File: src/rtl/fifo_rd_stream.sv
// Read-side streaming engine: issues FIFO reads, absorbs the 1-cycle memory
// latency in a 2-entry buffer and presents a valid/ready stream with burst markers.
module fifo_rd_stream #(
    parameter int DSIZE = 8,
    parameter int BURST = 4
) (
    input  logic             clk,
    input  logic             rst_n,
    input  logic             en,
    input  logic             fifo_empty,
    input  logic [DSIZE-1:0] fifo_rdata,
    output logic             fifo_rinc,
    output logic             m_valid,
    input  logic             m_ready,
    output logic [DSIZE-1:0] m_data,
    output logic             m_last,
    output logic [7:0]       beat_cnt
);

    localparam logic [7:0] LAST_BEAT = 8'(BURST - 1);

    logic             pend_r;
    logic [1:0]       held_r;
    logic [DSIZE-1:0] buf0_r;
    logic [DSIZE-1:0] buf1_r;
    logic [7:0]       beat_cnt_r;

    logic             pop_s;
    logic [1:0]       total_s;
    logic             rinc_s;
    logic [1:0]       held_nxt_s;
    logic [DSIZE-1:0] buf0_nxt_s;
    logic [DSIZE-1:0] buf1_nxt_s;
    logic [7:0]       beat_nxt_s;

    assign m_valid   = (held_r != 2'd0);
    assign m_data    = buf0_r;
    assign m_last    = m_valid && (beat_cnt_r == LAST_BEAT);
    assign beat_cnt  = beat_cnt_r;
    assign fifo_rinc = rinc_s;
    assign pop_s     = m_valid && m_ready;
    assign total_s   = held_r + {1'b0, pend_r};

    // Read request: a slot is free now, or the full buffer is popping this cycle.
    always_comb begin
        rinc_s = 1'b0;
        if (rst_n && en && !fifo_empty &&
            ((total_s < 2'd2) || ((total_s == 2'd2) && pop_s))) begin
            rinc_s = 1'b1;
        end else begin
            rinc_s = 1'b0;
        end
    end

    // Buffer steering: capture the returning word and/or shift on a pop.
    always_comb begin
        buf0_nxt_s = buf0_r;
        buf1_nxt_s = buf1_r;
        held_nxt_s = held_r + {1'b0, pend_r} - {1'b0, pop_s};
        case ({pend_r, pop_s})
            2'b10: begin
                if (held_r == 2'd0) begin
                    buf0_nxt_s = fifo_rdata;
                end else begin
                    buf1_nxt_s = fifo_rdata;
                end
            end
            2'b11: begin
                if (held_r == 2'd1) begin
                    buf0_nxt_s = fifo_rdata;
                end else begin
                    buf0_nxt_s = buf1_r;
                    buf1_nxt_s = fifo_rdata;
                end
            end
            2'b01: begin
                buf0_nxt_s = buf1_r;
            end
            default: begin
                buf0_nxt_s = buf0_r;
                buf1_nxt_s = buf1_r;
            end
        endcase
    end

    // Burst beat index advances on every accepted beat and wraps at BURST-1.
    always_comb begin
        beat_nxt_s = beat_cnt_r;
        if (pop_s) begin
            beat_nxt_s = (beat_cnt_r == LAST_BEAT) ? 8'd0 : beat_cnt_r + 8'd1;
        end else begin
            beat_nxt_s = beat_cnt_r;
        end
    end

    // State registers; reset discards buffered and in-flight words.
    always_ff @(posedge clk or negedge rst_n) begin
        if (!rst_n) begin
            pend_r     <= 1'b0;
            held_r     <= 2'd0;
            buf0_r     <= '0;
            buf1_r     <= '0;
            beat_cnt_r <= 8'd0;
        end else begin
            pend_r     <= rinc_s;
            held_r     <= held_nxt_s;
            buf0_r     <= buf0_nxt_s;
            buf1_r     <= buf1_nxt_s;
            beat_cnt_r <= beat_nxt_s;
        end
    end

endmodule

File: config.mk
export PLATFORM = sky130hd
export DESIGN_NAME = fifo_rd_stream
export DESIGN_NICKNAME = d
export VERILOG_FILES = /design/src/rtl/fifo_rd_stream.sv
export SDC_FILE = /design/constraint.sdc
export NUM_CORES = 1
export LEC_CHECK = 0
export CELL_PAD_IN_SITES_DETAIL_PLACEMENT = 0
export CELL_PAD_IN_SITES_GLOBAL_PLACEMENT = 2
export CORE_MARGIN = 2
export CORE_UTILIZATION = 29
export CTS_BUF_LIST = sky130_fd_sc_hd__clkbuf_4
export DETAILED_ROUTE_END_ITERATION = 16
export PLACE_DENSITY = 0.79
export SLEW_MARGIN = 5
export SYNTH_ARGS = -nofsm -noshare
export SYNTH_HDL_FRONTEND = slang
export SYNTH_SLANG_ARGS = --single-unit
export TNS_END_PERCENT = 10
File: constraint.sdc
create_clock -name clk -period 1.35 [get_ports clk]
set_input_delay 0.135 -clock clk [delete_from_list [all_inputs] [get_ports clk]]
set_output_delay 0.135 -clock clk [all_outputs]
set_load 0.02 [all_outputs]
==> impl_metrics.tcl, run 1 <==
set metrics [dict create \
    worstSkewPairLatency_ps 310 \
    initial_core_util 0.306 \
    clkTransAtPathRegs_ps 140 \
    synth_top_area_frac 0.541 \
    syn2layout_area_growth_pct 50.3 \
    firstDrtPassIters 4 \
    ant_nets 0 \
    worstPathMaxFanout 2 \
    grt_pass1_wl_um 4800 \
    rsz0062_at_grt "yes" \
    arrival_ps 1850 \
    violations "setup timing" \
    fmax_mhz 504 \
    placedInstanceArea_um2 1770 \
    die_x_um 69.7 \
    crit_path_start_kind "flop" \
    wl_met1_um 1360 \
    fin_crit_sh 1.47 \
    required_ps 1220 \
    power_density_nw_per_um2 2080 \
    core_area_um2 4090 \
    r2r_setup_slack_ps -200 \
    finalNonFillerCells 209 \
    ys.flop_type "dfrtp_1" \
    cp-end-kind "output port" \
    ys_ff_latch 27 \
    clkSinkCount 27 \
    worst_pin_slew_ps 347 \
    syn_nets 117 \
    holdCritPathClass "in2async" \
    ys.warnings.count 0 \
    max_cap_viol_count 0 \
    final_nets 176 \
    cts_hold_buf 0 \
    finish.instance_area_um2 1880 \
    vdd_drop_max_uv 852 \
    fin_util 0.460 \
    wl_met3_um 79 \
    io_buffers 31 \
    die_area_um2 4850 \
    synth.most_common_cell "dfrtp_1" \
    drt-total-wl_um 2960 \
    clockBufferDepth 2 \
    finalSetupViolations 21 \
    synth_cells 101 \
    cts_tree "yes" \
    leakagePower_nw 0.842 \
    htree_num_levels 1 \
    top_layer_used "met4" \
    synth_edf_count 0 \
    hold_violations 0 \
    gp_congestion 0.777 \
    grt_max_degree 28 \
    finalCriticalPeriod_ps 1980 \
    synthTopCellsByCount "dfrtp_1, mux2_2, nand3b_1, o221a_1, nand2_1" \
    cts_buffers 3 \
    cts_root_buf "clkbuf_4" \
    antenna_found_initial 0 \
    antenna_cells 0 \
    drive_gt1_frac 0.415 \
    synth_top_area_cell "dfrtp_1" \
    syn_area_per_cell_um2 12.4 \
    final_max_slew_viol_count 0 \
    io_pins 32 \
    num_vias 1020 \
    synth.area.top_cells "dfrtp_1, mux2_2, o221a_1, nand3b_1, ha_1" \
    std_cell_rows 23 \
    yosysSeqAreaShare 0.541 \
    r2r_start "beat_cnt[1]$_DFFE_PN0P_" \
    finalPower_w 0.00391 \
    wl_met2_um 1490 \
    setup_ws_ps -634 \
    placed_cells 199 \
    dp_hpwl_um 2180 \
    first_iter_violations 89 \
    synth_cell_types 25 \
    place_ws_ps -702 \
    track_usage 0.123 \
    grt_pass1_vias 989 \
    vias_per_cell 4.88 \
    status "finished with violations" \
    critical_path_class "reg2out" \
    syn-cell-area_um2 1250 \
    drcViolationCount 0 \
    overflow 0 \
    rr_worst_depth 5 \
    die_h_um 69.7 \
    avgRoutedWirePerCell_um 14.2 \
    r2r-end "beat_cnt[2]$_DFFE_PN0P_" \
    async_reset_ff_frac 1.00 \
    relSlewSlack 0.769 \
    skew_ps 2.28 \
]
-- worst max path at each step --
stage	from	end	cells after the start
global route	beat_cnt[1]$_DFFE_PN0P_	m_last	5
floorplan	beat_cnt[0]$_DFFE_PN0P_	m_last	4
finish	beat_cnt[1]$_DFFE_PN0P_	m_last	5
global placement	beat_cnt[0]$_DFFE_PN0P_	m_last	5
CTS	beat_cnt[1]$_DFFE_PN0P_	m_last	5
detailed placement	beat_cnt[1]$_DFFE_PN0P_	m_last	5
-- kinds of logic after synthesis --
| group | count (synthesis) | synth area share |
|---|---|---|
| simple gates | 34 | 0.178 |
| fa+ha+maj | 3 | 0.0300 |
| mux | 8 | 0.0721 |
| buf+inv | 7 | 0.0250 |
| xor+xnor | 7 | 0.0491 |
| compound gates | 15 | 0.105 |
| flops | 27 | 0.541 |
-- worst max-delay path: stages, from the launching register on --
cell	delay, ps
dfrtp_2	410
ha_4	140
or4b_4	460
nor4_4	230
and2_4	180
buf_6	110
-- where the power goes --
part	internal, W	leakage, nW	switching (W)
Clock	0.000111	0.0177	0.000235
Combinational	0.00115	0.498	0.00103
Sequential	0.00117	0.327	0.000216
-- area by class of cell --
| type | instances | area (µm²) |
|---|---|---|
| well taps | 50 | 62.6 |
| clock inverters | 1 | 5.00 |
| inverters | 3 | 11.3 |
| fillers | 391 | 2210 |
| flip-flops and latches | 27 | 678 |
| clock buffers | 3 | 22.5 |
| repair buffers | 58 | 499 |
| multi-input cells | 67 | 599 |
-- flip-flops by register name, indices dropped and copies added, names as in the netlist --
name      flops
buf1_r        8
held_r        2
m_data        8
beat_cnt      8
pend_r        1
-- through the flow --
stage	TNS (ps)	hold WS (ps)
global placement	-5890	487
CTS	-2790	234
detailed placement	-6320	499
floorplan	-1080	-161
global route	-4180	243
finish	-3570	221
-- cells in the final DEF, fill, tap and decap left out, types with 3 or more instances in the layout --
master           synthesis  routed
clkdlybuf4s15_1          0       3
xor2_1                   4       4
nand3b_1                 8       8
buf_4                    0      24
buf_6                    0       6
o221a_1                  8       8
clkdlybuf4s50_1          0      12
clkbuf_4                 0       3
mux2_2                   8       8
nand2_1                  7       7
dfrtp_1                 27      25
dlygate4sd2_1            0       8
nand4_1                  3       3
-- routing by layer --
layer | global-route usage | up-vias
met5 | 0 | -
met4 | 0.0385 | 0
met3 | 0.0174 | 2
met2 | 0.199 | 16
met1 | 0.171 | 518
li1 | - | 484
-- what timing repair did --
action / in CTS / in global routing
resized for setup: 47 / 20
pin swaps: 10 / 11
setup buffers: 2 / 5
setup endpoints to repair: 39 / 30
endpoints found under the hold margin: 0 / 0
(Power assumes the default switching activity.)
==> run 2: changes to the inputs <==
--- a/config.mk
+++ b/config.mk
@@ -16,4 +16,4 @@
 export SYNTH_ARGS = -nofsm -noshare
 export SYNTH_HDL_FRONTEND = slang
 export SYNTH_SLANG_ARGS = --single-unit
-export TNS_END_PERCENT = 10
+export TNS_END_PERCENT = 100
==> constraint.sdc (replaced) <==
create_clock -name clk -period 1.35 [get_ports clk]
set_input_delay 0.135 -clock clk [delete_from_list [all_inputs] [get_ports clk]]
set_output_delay 0.135 -clock clk [all_outputs]
set_load 0.005 [all_outputs]
==> run 2 against run 1 <==
The run still ends with setup timing left. Global-route usage up 1.4 points. Combinational power up 13%. Sequential share of layout area down 3.6 points. Routed wire length up 8.8%. Design area up 11%. Critical endpoint unchanged. Largest cell class is now multi-input gates. Highest routed layer unchanged.
==> impl_metrics.tcl, run 2 (same netlist as run 1, synthesis figures left out) <==
set metrics [dict create \
    status "finished with violations" \
    violations "setup timing" \
    critical-path-max-stage-delay_ps 470 \
    p_seq_frac 0.328 \
    worst_pin_slew_ps 343 \
    grt_use_met3 0.0203 \
    grt_max_degree 28 \
    relSlewSlack 0.771 \
    firstDrtPassIters 4 \
    swShare 0.326 \
    drive_gt1_frac 0.440 \
    required_ps 1220 \
    vias_per_cell 4.80 \
    final_common_cell "dfrtp_1" \
    fin_util 0.508 \
    core_area_um2 4090 \
    first_iter_violations 42 \
    cp-end-kind "output port" \
    top_usage_layer "met2" \
    finalSetupViolations 23 \
    std_cell_rows 23 \
    intPower_w 0.00282 \
    vdd_drop_max_uv 1100 \
    antenna_found_initial 0 \
    fin_crit_sh 1.42 \
    nFillCells 374 \
    dp_hpwl_um 2190 \
    hold_violations 0 \
    io_pins 32 \
    gp_congestion 0.774 \
    clkSinkCount 27 \
    crit_path_start_kind "flop" \
    final_nets 185 \
    use_met1 0.174 \
    p_sw_w 0.00136 \
    grt_pass1_vias 1113 \
    avgRoutedWirePerCell_um 14.8 \
    die_h_um 69.7 \
    htree_num_levels 1 \
    layout_common_cells "dfrtp_1, buf_4, clkdlybuf4s50_1" \
    holdCritPathClass "in2async" \
    initial_core_util 0.306 \
    p_comb_frac 0.589 \
    io_buffers 31 \
    cts_root_buf "clkbuf_4" \
    critical_path_class "reg2out" \
    finalPower_w 0.00418 \
    finalCriticalPeriod_ps 1910 \
    antenna_cells 0 \
    syn2layout_area_growth_pct 66.2 \
    worstPathMaxFanout 2 \
    worstSkewPairLatency_ps 320 \
    overflow 0 \
    leakagePower_nw 1.01 \
    cts_hold_buf 0 \
    track_usage 0.137 \
    grt_use_met2 0.243 \
    rsz0062_at_grt "yes" \
    whs_ps 197 \
    fmax_mhz 523 \
    crit_chain "ha_2 -> or4b_4 -> nor4_4 -> and2_1 -> buf_2" \
    power_density_nw_per_um2 2010 \
    die_x_um 69.7 \
    ant_nets 0 \
    die_area_um2 4850 \
    cts_buffers 3 \
    num_vias 1047 \
    arrival_ps 1780 \
    seq_area_um2 676 \
    skew_ps 4.16 \
    setup_ws_ps -562 \
    cts_tree "yes" \
    crit_slowest_cell "or4b_4" \
    clkTransAtPathRegs_ps 150 \
    multiInputGateArea_um2 682 \
    max_cap_viol_count 0 \
    p_clk_frac 0.084 \
    grt_pass1_wl_um 5410 \
    drt-total-wl_um 3220 \
    drcViolationCount 0 \
    final_max_slew_viol_count 0 \
    clockBufferDepth 2 \
]
==> run 2: cell count changes in the layout (fill, tap and decap cells not counted), moves of 2 or more <==
cell	before	now
mux2_2	8	0
mux2_4	0	8
dlymetal6s2s_1	0	6
buf_6	6	11
clkdlybuf4s15_1	3	0
dfrtp_1	25	27
dfrtp_2	2	0
==> run 2: path summary, 6_finish.rpt <==
check                                   startpoint                       to  slack, ps  cells after the start
max reg2reg                    held_r[0]$_DFF_PN0_    m_data[6]$_DFFE_PN0P_       -210                      5
min in group clk                        fifo_empty         pend_r$_DFF_PN0_        350                      2
max                        beat_cnt[0]$_DFFE_PN0P_                   m_last       -560                      5
max in group asynchronous                    rst_n  beat_cnt[7]$_DFFE_PN0P_        900                      2
min reg2reg                  buf1_r[0]$_DFFE_PN0P_    buf1_r[0]$_DFFE_PN0P_        530                      1
min                                          rst_n    buf1_r[5]$_DFFE_PN0P_        200                      2
==> run 2: critical path, delay by kind of cell (launching register included) <==
kind	cells	cell delay, ps
adder cells (fa/ha/maj)	1	180
buffers and inverters	1	110
flip-flops	1	380
AND/OR/NAND/NOR	3	790
==> run 2: power groups by stage <==
stage	Clock (W)	Combinational [W]	Sequential (W)
floorplan	0	0.000769	0.00143
global placement	0	0.00178	0.00137
detailed placement	0	0.00183	0.00139
CTS	0.000355	0.00211	0.00137
global route	0.000396	0.00267	0.00142
finish	0.000351	0.00246	0.00137
==> run 2: per-stage QoR <==
step | cell area, µm² | cells | worst slack [ps] | setup TNS, ps
2_1_floorplan | 1260 | 101 | -152 | -289
3_3_place_gp | 1790 | 200 | -565 | -5690
3_5_place_dp | 1790 | 200 | -591 | -5850
4_1_cts | 1940 | 211 | -663 | -2700
5_1_grt | 2080 | 218 | -677 | -5350
6_report | 2080 | 218 | -562 | -4220
==> run 2: what timing repair did <==
| action | in CTS | in global routing |
|---|---|---|
| setup endpoints to repair | 32 | 31 |
| gates resized for setup | 44 | 28 |
| buffers inserted | 7 | 8 |
| pin swaps | 11 | 16 |
==> run 2: area by class of cell <==
cell class / count / area share
clock buffer: 3 / 0.0108
clock inverter: 1 / 0.00241
inverter: 3 / 0.00542
multi-input combinational: 67 / 0.328
sequential: 27 / 0.325
tap: 50 / 0.0301
timing repair buffer: 67 / 0.298
==> run 2: routing by layer <==
metal	vias to the layer above	wire, µm	part of all wire
li1	502	-	-
met1	525	1460	0.45
met2	18	1650	0.51
met3	2	94	0.029
met4	0	13	0.0040
met5	-	0	0
